--- src/rtl/gpio_in_port.sv ---
// Debounced memory-mapped input port: synchronizes pins, latches rising edges
// into clear-on-read flags and raises a maskable level interrupt.
module gpio_in_port #(
  parameter int unsigned WIDTH           = 8,
  parameter int unsigned DEBOUNCE_CYCLES = 16
) (
  input  logic             clk_i,
  input  logic             reset_i,
  input  logic [WIDTH-1:0] gpio_i,
  input  logic             rd_en_i,
  input  logic             wr_en_i,
  input  logic [1:0]       addr_i,
  input  logic [31:0]      wdata_i,
  output logic [31:0]      rdata_o,
  output logic             rvalid_o,
  output logic             irq_o
);

  localparam int unsigned    CW      = (DEBOUNCE_CYCLES > 1) ? $clog2(DEBOUNCE_CYCLES) : 1;
  localparam logic [CW-1:0]  CNT_MAX = CW'(DEBOUNCE_CYCLES - 1);

  localparam logic [1:0] ADDR_LEVEL = 2'd0;
  localparam logic [1:0] ADDR_EDGE  = 2'd1;
  localparam logic [1:0] ADDR_MASK  = 2'd2;

  logic [WIDTH-1:0]         s1, s2, db, db_next;
  logic [WIDTH-1:0]         edge_q, edge_next, mask_q;
  logic [WIDTH-1:0][CW-1:0] cnt, cnt_next;
  logic                     edge_clear;
  logic [31:0]              rd_word;
  logic                     unused_wdata;

  // Only the low WIDTH bits of a MASK write are kept.
  assign unused_wdata = ^wdata_i;

  always_comb begin
    db_next  = db;
    cnt_next = '0;
    for (int unsigned i = 0; i < WIDTH; i++) begin
      if (s2[i] != db[i]) begin
        if (cnt[i] == CNT_MAX) begin
          db_next[i] = s2[i];
        end else begin
          cnt_next[i] = cnt[i] + CW'(1);
        end
      end
    end
  end

  // A rise landing on the clearing read's edge survives the clear.
  always_comb begin
    edge_clear = rd_en_i && (addr_i == ADDR_EDGE);
    edge_next  = (edge_q & ~{WIDTH{edge_clear}}) | (db_next & ~db);
  end

  always_comb begin
    rd_word = '0;
    case (addr_i)
      ADDR_LEVEL: rd_word = 32'(db);
      ADDR_EDGE:  rd_word = 32'(edge_q);
      ADDR_MASK:  rd_word = 32'(mask_q);
      default:    rd_word = '0;
    endcase
  end

  always_ff @(posedge clk_i) begin
    if (!reset_i) begin
      s1       <= '0;
      s2       <= '0;
      db       <= '0;
      cnt      <= '0;
      edge_q   <= '0;
      mask_q   <= '0;
      rdata_o  <= '0;
      rvalid_o <= 1'b0;
      irq_o    <= 1'b0;
    end else begin
      s1       <= gpio_i;
      s2       <= s1;
      db       <= db_next;
      cnt      <= cnt_next;
      edge_q   <= edge_next;
      rvalid_o <= rd_en_i;
      if (rd_en_i) begin
        rdata_o <= rd_word;
      end
      if (wr_en_i && (addr_i == ADDR_MASK)) begin
        mask_q <= wdata_i[WIDTH-1:0];
      end
      irq_o <= |(edge_q & mask_q);
    end
  end

endmodule

--- config.mk ---
export PLATFORM = sky130hd
export DESIGN_NAME = gpio_in_port
export DESIGN_NICKNAME = d
export VERILOG_FILES = /design/src/rtl/gpio_in_port.sv
export SDC_FILE = /design/constraint.sdc
export NUM_CORES = 1
export LEC_CHECK = 0
export CORE_UTILIZATION = 49
export DETAILED_ROUTE_END_ITERATION = 8
export PLACE_DENSITY = 0.79
export SLEW_MARGIN = 30
export SYNTH_ARGS = -nofsm -noshare
export SYNTH_HDL_FRONTEND = slang
export SYNTH_SLANG_ARGS = --single-unit
export TNS_END_PERCENT = 20
--- constraint.sdc ---
create_clock -name clk_i -period 1.6 [get_ports clk_i]
set_input_delay 0.4 -clock clk_i [delete_from_list [all_inputs] [get_ports clk_i]]
set_output_delay 0.4 -clock clk_i [all_outputs]
set_load 0.1 [all_outputs]
==> flow_metrics.tcl <==
set metrics [dict create \
    clkTransAtPathRegs_ns 0.08 \
    ys.flop_type "dfxtp_1" \
    seqPwrFrac_pct 49.3 \
    rsz0062_at_grt "no" \
    violations "design-rule violations" \
    synth_edf_count 0 \
    cts_resized 0 \
    worst_ep_arrival_time_ns 1.60 \
    fp.dieH_um 83.89 \
    drive_gt1_share_pct 11.45 \
    crit_path_max_fanout 11 \
    maxClockFrequency_mhz 752.5 \
    drv_slew 0 \
    critPathKind "input port to flip-flop" \
    rows 29 \
    holdCritPathClass "flip-flop to flip-flop" \
    ys_types 28 \
    synth_seq_cells 82 \
    synth_common_cells "82 x dfxtp_1, 38 x nor2_1, 27 x nand3_1" \
    worstSetupEndpointType "flip-flop" \
    slowest_delay_ns 0.45 \
    finClkSkew_ns 0.006475 \
    slowest_stage "clkdlybuf4s50_1" \
    htree_levels 3 \
    required_ns 1.88 \
    start_util_pct 51.16 \
    hold_violations 0 \
    status "finished with violations" \
    coreArea_sq_mm 0.006422 \
    critPathTopFamily "buffers and inverters" \
    grt_max_degree 17 \
    whs_ns 0.4372 \
    grt_antenna_before_repair 0 \
    peakVddDrop_mv 0.6032 \
    post_drt_wl_per_cell_um 11.55 \
    clockPowerShare_pct 37.5 \
    post-route-period-util_pct 83.06 \
    die_x_um 83.89 \
    drt-pass1-iter-count 6 \
    area_growth_pct 20.72 \
    cts_buffers 9 \
    setup_violations 0 \
    power.net_switching_mw 1.143 \
    synth_top_area_share_pct 49.96 \
    syn_area_sq_mm 0.003286 \
    cts_tree "done" \
    seq_area_frac_synth_pct 49.96 \
    p_leak_nw 1.630 \
    finalNetCount 442 \
    cts_setup_buffers 0 \
    yosys_warnings 0 \
    grt_pass1_wl_um 9867 \
    place_congestion 0.7729 \
    min_period_ns 1.329 \
    pwr-share-comb_pct 13.2 \
    vias 2300 \
    drtIter0Drc 118 \
    clk-insertion-delay-late_ns 0.35 \
    wirelength_um 5430 \
    critPathBufInv 3 \
    grt.overflow.total 0 \
    swShare_pct 26.63 \
    antennaDiodeCount 0 \
    start_kind "input port" \
    synth_top_area_cell "dfxtp_1" \
    synth.avg_cell_area_sq_um 9.496 \
    cts-hold-fix-buffers 0 \
    cts_max_path_buffers 2 \
    grt_use_total_pct 17.71 \
    async_flop_share_pct 0 \
    clock_sinks 82 \
    portBuffers 31 \
    utilization_pct 61.76 \
    yosys-top-cells-area "dfxtp_1 50%, buf_4 5.7%, mux2i_1 4.9%, xor2_1 4.8%, nor2_1 4.3%" \
    synth_most_common_cell "dfxtp_1" \
    dp_hpwl_um 4088 \
    ant_nets 0 \
    p_per_area_mw_per_mm2 1082 \
    root_buffer "clkbuf_8" \
    avgViaCountPerCell 4.894 \
    grt_pass1_vias 2249 \
    max_cap_viol_count 0 \
    dieArea_sq_mm 0.007037 \
    num_io_pins 80 \
    drc_errors 10 \
    crit_path_cell_trace "clkdlybuf4s50_1, buf_12, nor2b_1, buf_4, nand2_1, a31oi_1" \
    syn_inst 346 \
    p_int_mw 3.149 \
]
[routing by layer]
layer	vias to the layer above	GRT usage, %	part of all wire (%)
met5	-	0	0
met4	0	8.934	2.1
met3	12	4.649	4.0
met2	53	29.28	48
met1	1044	21.22	46
li1	1191	-	-
[cell families after synthesis]
kind of cell,Yosys count,synth area share (%)
other,1,0.1141
adders and majority gates,8,3.047
buffers and inverters,46,8.606
and+or+nand+nor,132,20.64
xor gates and xnor gates,24,6.398
AOI/OAI and AO/OA,37,6.360
muxes,16,4.874
DFF,82,49.96
[worst reg2reg max path: cells and delay by family, from the launching register on]
| family | cells | cell delay (ns) |
|---|---|---|
| AND/OR/NAND/NOR | 2 | 0.52 |
| flip-flops | 1 | 0.36 |
| adder cells (fa/ha/maj) | 1 | 0.21 |
| AO/OA/AOI/OAI | 1 | 0.14 |
[layout by cell type (no fill, tap or decap)]
master            n
o21ai_0           8
buf_12           11
a22oi_1           4
xor2_1           18
nand3_1          27
bufinv_16         2
and3_1            2
ha_1              8
inv_2             1
a21oi_1          16
nand2_1          24
nand3b_1          2
dfxtp_1          82
nand3_2           5
or3b_1            8
clkinvlp_4        1
nor2b_1           1
or2_0             8
xnor2_1           6
clkdlybuf4s50_1  21
a41oi_1           1
clkbuf_1          1
inv_1             8
mux2i_1          16
clkinv_2          2
clkbuf_8         10
conb_1           24
a31oi_1           8
and2_1           17
buf_4            13
nor2_1           38
[cell type report]
class,count,area (sq um)
Fill cell,524,2456
Sequential cell,82,1642
Multi-Input combinational cell,241,1448
Timing Repair Buffer,45,528.0
Clock buffer,11,141.4
Tap cell,77,96.34
Clock inverter,5,77.57
Inverter,9,33.78
[power groups by stage]
| stage | sequential (mW) | clock [mW] | combinational (mW) |
|---|---|---|---|
| after CTS | 2.11 | 1.65 | 0.569 |
| after global placement | 2.16 | 0 | 0.563 |
| after global routing | 2.12 | 1.75 | 0.597 |
| final | 2.11 | 1.61 | 0.568 |
| after detailed placement | 2.16 | 0 | 0.566 |
| after floorplan | 2.23 | 0 | 0.390 |
[stage by stage]
| stage | total power, mW | setup slack, ns | cell area (sq um) | setup TNS [ns] | std cells |
|---|---|---|---|---|---|
| final | 4.291 | 0.2711 | 3966 | 0 | 470 |
| after global routing | 4.461 | 0.1709 | 3966 | 0 | 470 |
| after CTS | 4.336 | 0.2539 | 3966 | 0 | 470 |
| after detailed placement | 2.728 | -0.08490 | 3747 | -0.7040 | 454 |
| after global placement | 2.723 | -0.05340 | 3747 | -0.3840 | 454 |
| after floorplan | 2.624 | 0.2588 | 3372 | 0 | 369 |
[state kept, by name, indices dropped and copies added (netlist names)]
| signal | cells |
|---|---|
| cnt | 32 |
| mask_q | 8 |
| rvalid_o | 1 |
| db | 8 |
| s1 | 8 |
| rdata_o | 8 |
| irq_o | 1 |
| s2 | 8 |
| edge_q | 8 |
[path summary, 6_finish.rpt]
path | startpoint | endpoint | slack [ns] | cells after the start
min reg2reg | s1[7] | s2[7] | 0.44 | 1
max reg2reg | cnt[20] | edge_q[5] | 0.31 | 4
max | addr_i[0] | rdata_o[6] | 0.27 | 6
min | s1[7] | s2[7] | 0.44 | 1
Note: power is estimated with default switching activity, not from simulation.
